File: config.mk
export PLATFORM = sky130hd
export DESIGN_NAME = word_byte_serializer
export DESIGN_NICKNAME = d
export VERILOG_FILES = /design/src/rtl/aes_ser_pkg.sv /design/src/rtl/word_byte_serializer_byte_select.sv /design/src/rtl/word_byte_serializer.sv
export SDC_FILE = /design/constraint.sdc
export NUM_CORES = 1
export LEC_CHECK = 0
export CELL_PAD_IN_SITES_DETAIL_PLACEMENT = 0
export CELL_PAD_IN_SITES_GLOBAL_PLACEMENT = 1
export CORE_ASPECT_RATIO = 0.7
export CORE_MARGIN = 8
export CORE_UTILIZATION = 31
export CTS_BUF_LIST = sky130_fd_sc_hd__clkbuf_4 sky130_fd_sc_hd__clkbuf_8 sky130_fd_sc_hd__clkbuf_16
export DETAILED_ROUTE_END_ITERATION = 16
export PLACE_DENSITY_LB_ADDON = 0.1
export SYNTH_ARGS = -nofsm -noshare
export SYNTH_HDL_FRONTEND = slang
export SYNTH_SLANG_ARGS = --single-unit
File: constraint.sdc
create_clock -name clk -period 1.5 [get_ports clk]
set_input_delay 0.3 -clock clk [delete_from_list [all_inputs] [get_ports clk]]
set_output_delay 0.3 -clock clk [all_outputs]
set_load 0.01 [all_outputs]
File: src/rtl/aes_ser_pkg.sv
// Shared types for the AES word-to-byte serializer.
// Provides the FSM state type and the index-width helper.
package aes_ser_pkg;

  typedef enum logic {
    IDLE  = 1'b0,
    SHIFT = 1'b1
  } ser_state_t;

  function automatic int idx_w(input int n);
    return (n > 2) ? $clog2(n) : 1;
  endfunction

endpackage

File: src/rtl/word_byte_serializer_byte_select.sv
// byte_select: combinational byte picker for the serializer.
// Ports: i_word (word), i_idx (emission index), o_byte (selected byte).
module byte_select
  import aes_ser_pkg::*;
#(
  parameter int BYTES_PER_WORD = 4,
  parameter int BYTE_W         = 8,
  parameter int MSB_FIRST      = 1,
  parameter int IDX_W          = idx_w(BYTES_PER_WORD)
) (
  input  logic [BYTES_PER_WORD*BYTE_W-1:0] i_word,
  input  logic [IDX_W-1:0]                 i_idx,
  output logic [BYTE_W-1:0]                o_byte
);

  // Indices past N-1 match no slot and fall through to zero.
  always_comb begin
    o_byte = '0;
    for (int i = 0; i < BYTES_PER_WORD; i++) begin
      if (i_idx == IDX_W'(i)) begin
        if (MSB_FIRST != 0)
          o_byte = i_word[(BYTES_PER_WORD-1-i)*BYTE_W +: BYTE_W];
        else
          o_byte = i_word[i*BYTE_W +: BYTE_W];
      end
    end
  end

endmodule

File: src/rtl/word_byte_serializer.sv
// Word-to-byte serializer: one N-byte word in, N bytes out with idx/last.
// Ports: clk, rst (sync high), in_word/in_valid/in_ready,
//   out_byte/out_idx/out_last/out_valid/out_ready.
// Option: WORD_SER_PREFETCH_EN adds a one-word skid for gapless words.
module word_byte_serializer
  import aes_ser_pkg::*;
#(
  parameter int BYTES_PER_WORD = 4,
  parameter int BYTE_W         = 8,
  parameter int MSB_FIRST      = 1
) (
  input  logic                                  clk,
  input  logic                                  rst,
  input  logic [BYTES_PER_WORD*BYTE_W-1:0]      in_word,
  input  logic                                  in_valid,
  output logic                                  in_ready,
  output logic [BYTE_W-1:0]                     out_byte,
  output logic [idx_w(BYTES_PER_WORD)-1:0]      out_idx,
  output logic                                  out_last,
  output logic                                  out_valid,
  input  logic                                  out_ready
);

  localparam int W     = BYTES_PER_WORD * BYTE_W;
  localparam int IDX_W = idx_w(BYTES_PER_WORD);
  localparam logic [IDX_W-1:0] LAST = IDX_W'(BYTES_PER_WORD - 1);

  ser_state_t       state, state_d;
  logic [W-1:0]     word_q, word_d;
  logic [IDX_W-1:0] idx_q, idx_d;

  logic              w_shift;
  logic              w_is_last;
  logic              w_in_hs;
  logic              w_out_hs;
  logic [BYTE_W-1:0] w_sel;

`ifdef WORD_SER_PREFETCH_EN
  logic [W-1:0] skid_q, skid_d;
  logic         skid_full, skid_full_d;
`endif

  assign w_shift   = (state == SHIFT);
  assign w_is_last = (idx_q == LAST);
  assign w_in_hs   = in_valid && in_ready;
  assign w_out_hs  = out_valid && out_ready;

`ifdef WORD_SER_PREFETCH_EN
  assign in_ready = !rst && (!w_shift || !skid_full);
`else
  assign in_ready = !rst && !w_shift;
`endif

  assign out_valid = w_shift;
  assign out_byte  = w_shift ? w_sel : '0;
  assign out_idx   = w_shift ? idx_q : '0;
  assign out_last  = w_shift && w_is_last;

  byte_select #(
    .BYTES_PER_WORD (BYTES_PER_WORD),
    .BYTE_W         (BYTE_W),
    .MSB_FIRST      (MSB_FIRST),
    .IDX_W          (IDX_W)
  ) u_sel (
    .i_word (word_q),
    .i_idx  (idx_q),
    .o_byte (w_sel)
  );

  always_comb begin
    state_d = state;
    word_d  = word_q;
    idx_d   = idx_q;
`ifdef WORD_SER_PREFETCH_EN
    skid_d      = skid_q;
    skid_full_d = skid_full;
`endif
    unique case (state)
      IDLE: begin
        if (w_in_hs) begin
          word_d  = in_word;
          idx_d   = '0;
          state_d = SHIFT;
        end
      end
      SHIFT: begin
`ifdef WORD_SER_PREFETCH_EN
        // A word arriving on the last-byte transfer with an empty skid
        // bypasses the skid and loads straight into word_q below.
        if (w_in_hs && !(w_out_hs && w_is_last)) begin
          skid_d      = in_word;
          skid_full_d = 1'b1;
        end
`endif
        if (w_out_hs) begin
          if (!w_is_last) begin
            idx_d = idx_q + 1'b1;
          end else begin
            idx_d = '0;
`ifdef WORD_SER_PREFETCH_EN
            if (skid_full) begin
              word_d      = skid_q;
              skid_full_d = 1'b0;
            end else if (w_in_hs) begin
              word_d = in_word;
            end else begin
              state_d = IDLE;
            end
`else
            state_d = IDLE;
`endif
          end
        end
      end
      default: state_d = IDLE;
    endcase
  end

  always_ff @(posedge clk) begin
    if (rst) begin
      state  <= IDLE;
      word_q <= '0;
      idx_q  <= '0;
`ifdef WORD_SER_PREFETCH_EN
      skid_q    <= '0;
      skid_full <= 1'b0;
`endif
    end else begin
      state  <= state_d;
      word_q <= word_d;
      idx_q  <= idx_d;
`ifdef WORD_SER_PREFETCH_EN
      skid_q    <= skid_d;
      skid_full <= skid_full_d;
`endif
    end
  end

endmodule
==> impl_metrics.json, run 1 <==
{
  "ios": 49,
  "rsz0062_at_grt": "yes",
  "ctsHoldBuffers": 0,
  "max-clock-path-buffers": 2,
  "netlist_instances": 201,
  "fin_area_um2": 2750,
  "h-tree-depth": 2,
  "worst_pin_slew_ns": 0.295,
  "grtUsageTotal": 0.114,
  "routed-via-count": 1581,
  "pwr_density_cell_nw_per_um2": 848,
  "via_per_inst": 4.68,
  "die-area_um2": 8100,
  "drv_cap": 0,
  "synth_mux_area_frac": 0.00593,
  "multi_input_area_um2": 1130,
  "crit_path_top_delay_cell": "dfxtp_2",
  "firstDrtPassIters": 4,
  "ys_seq_elements": 35,
  "drive_above_1_share": 0.297,
  "hpwl_um": 3320,
  "synth_top_family_by_area": "simple AND/OR/NAND/NOR gates",
  "clock_sinks": 35,
  "grt_max_degree": 36,
  "detailed_place.area_um2": 2380,
  "setup_slack_ns": -0.438,
  "diodes": 0,
  "insertion_delay_ns": 0.28,
  "area_growth_pct": 62.7,
  "antenna_found_initial": 0,
  "slowest_delay_ns": 0.37,
  "max_freq_mhz": 516,
  "io_buffers": 48,
  "drt_drc_violations_left": 0,
  "finalHoldViolCount": 0,
  "crit_type": "reg2out",
  "period_needed_ns": 1.94,
  "synth_area_per_cell_um2": 8.40,
  "cp_cell_sequence": "inv_2, ha_4, nor2b_4, buf_6, a221oi_4, o31ai_4, buf_2",
  "synthAdderAreaFrac": 0.0296,
  "power.total_mw": 2.33,
  "cts_buffers": 5,
  "wl_per_cell_um": 14.3,
  "fill_cells": 505,
  "maxSlewHeadroom": 0.803,
  "power.leakage_nw": 1.02,
  "finClkSkew_ns": 0.00724,
  "die_h_um": 77.8,
  "status": "finished with violations",
  "syn-num-nets": 241,
  "finish.net_count": 306,
  "cts_tree": "done",
  "yosysWarnings": 0,
  "start_util": 0.321,
  "holdWs_ns": 0.481,
  "dominantRegCellSynth": "dfxtp_1",
  "failed_checks": "setup timing",
  "core_area_um2": 5260,
  "die_w_um": 104,
  "start_kind": "flop",
  "fin_crit_sh": 1.29,
  "grt-ovfl-total": 0,
  "wirelength_um": 4820,
  "synth_cell_types": 23,
  "grt_pass1_vias": 1498,
  "hold_class": "reg2reg",
  "netlist_area_um2": 1690,
  "final-seq-area_um2": 707,
  "critical_path_required_ns": 1.20,
  "synth_compound_area_frac": 0.190,
  "drtIter0Drc": 52,
  "grt_first_pass_wirelength_um": 7520,
  "postRouteAntennaNets": 0,
  "cp_max_fo": 5,
  "drv_slew": 0,
  "utilization": 0.523,
  "yosys.area_share.simple": 0.284,
  "synthXorXnorAreaFrac": 0,
  "setup-violations-final": 9,
  "synth-edff-count": 0,
  "async_flop_share": 0,
  "cts_root_buffer": "clkbuf_8",
  "gp_congestion": 0.713,
  "crit_path_end_kind": "primary output",
  "fp-row-count": 22,
  "clk_pin_slew_ns": 0.08,
  "cp.arrival_ns": 1.64,
  "ys_seq_area_frac": 0.415,
  "peakVddDrop_v": 0.000397
}
-- metrics by stage --
stage	TNS [ns]	worst slack, ns	cells
after floorplan	-0.387	-0.0591	201
after global placement	-10.62	-0.816	325
after detailed placement	-11.20	-0.855	325
after CTS	-3.68	-0.481	333
after global routing	-4.00	-0.496	338
final	-3.47	-0.438	338
-- area by class of cell --
type / count / area share
clock buffers: 5 / 0.0250
repair buffers: 75 / 0.258
well taps: 72 / 0.0328
flip-flops and latches: 35 / 0.257
multi-input cells: 147 / 0.411
clock inverters: 2 / 0.0137
inverters: 2 / 0.00273
-- synth_stat cells, drive strengths merged (4+ instances only) --
| library cell | n | share of area |
|---|---|---|
| dfxtp | 35 | 0.41 |
| nand2b | 33 | 0.12 |
| nand2 | 32 | 0.071 |
| o21ai | 32 | 0.099 |
| buf | 11 | 0.058 |
| nor2b | 9 | 0.033 |
| a221oi | 8 | 0.041 |
| nand3 | 8 | 0.024 |
| o31ai | 8 | 0.036 |
| clkbuf | 6 | 0.013 |
| ha | 4 | 0.030 |
| nor2 | 4 | 0.0089 |
-- what timing repair did --
| action | in CTS | in global routing |
|---|---|---|
| buffers inserted | 1 | 6 |
| resized for setup | 67 | 31 |
| hold endpoints to repair | 0 | 0 |
| pin swaps | 7 | 8 |
| endpoints found under the setup margin | 13 | 12 |
-- path summary, 6_finish.rpt --
check             depth (start not counted)  slack, ns     endpoint       from
setup / recovery                          7      -0.44  out_byte[0]   idx_q[0]
hold / removal                            2       0.48    word_q[7]  word_q[7]
setup reg to reg                          4       0.24   word_q[26]  out_valid
hold reg to reg                           2       0.48    word_q[7]  word_q[7]
-- registers in the layout, summed over array words and instances (netlist names) --
signal     flops
idx_q          2
out_valid      1
word_q        32
-- report_power, final --
| group | internal (mW) | switching, mW | total (mW) |
|---|---|---|---|
| logic | 0.266 | 0.187 | 0.453 |
| registers | 0.993 | 0.0592 | 1.05 |
| clock network | 0.486 | 0.339 | 0.825 |
-- kinds of logic (layout without fill, tap and decap cells) --
family | after synthesis | after routing
multiplexers | 1 | 1
buffers and inverters | 19 | 84
AND/OR/NAND/NOR | 91 | 91
adder cells (fa/ha/maj) | 4 | 4
AO/OA/AOI/OAI | 51 | 51
flip-flops | 35 | 35
-- routing by layer --
metal | wire length, um | vias to the layer above | global-route usage | share of wire
met4 | 49 | 0 | 0.0388 | 0.010
met2 | 2150 | 35 | 0.170 | 0.45
li1 | - | 812 | - | -
met3 | 201 | 4 | 0.0355 | 0.042
met1 | 2420 | 730 | 0.152 | 0.50
met5 | 0 | - | 0 | 0
-- cells in the final DEF, fill, tap and decap left out, types with 5 or more instances in the layout --
| cell | n |
|---|---|
| dfxtp_1 | 32 |
| clkbuf_8 | 5 |
| nand2_1 | 32 |
| buf_6 | 8 |
| buf_4 | 14 |
| clkdlybuf4s50_1 | 35 |
| nor2b_1 | 5 |
| nand3_1 | 8 |
| a221oi_4 | 5 |
| nand2b_1 | 32 |
| buf_2 | 9 |
| o31ai_4 | 5 |
| o21ai_0 | 30 |
-- worst max-delay path, delay by kind of cell (launching register included) --
| kind | cells | cell delay [ns] |
|---|---|---|
| adder cells (fa/ha/maj) | 1 | 0.15 |
| buffers and inverters | 3 | 0.34 |
| AND/OR/NAND/NOR | 1 | 0.13 |
| AO/OA/AOI/OAI | 2 | 0.37 |
| flip-flops | 1 | 0.37 |
Note: power is estimated with default switching activity, not from simulation.
==> run 2: changes to the inputs <==
--- a/config.mk
+++ b/config.mk
@@ -13,6 +13,7 @@
 export CTS_BUF_LIST = sky130_fd_sc_hd__clkbuf_4 sky130_fd_sc_hd__clkbuf_8 sky130_fd_sc_hd__clkbuf_16
 export DETAILED_ROUTE_END_ITERATION = 16
 export PLACE_DENSITY_LB_ADDON = 0.1
+export SLEW_MARGIN = 20
 export SYNTH_ARGS = -nofsm -noshare
 export SYNTH_HDL_FRONTEND = slang
 export SYNTH_SLANG_ARGS = --single-unit
==> results of run 2 <==
Same layout as run 1: the final DEF is identical, and so are final timing and power.
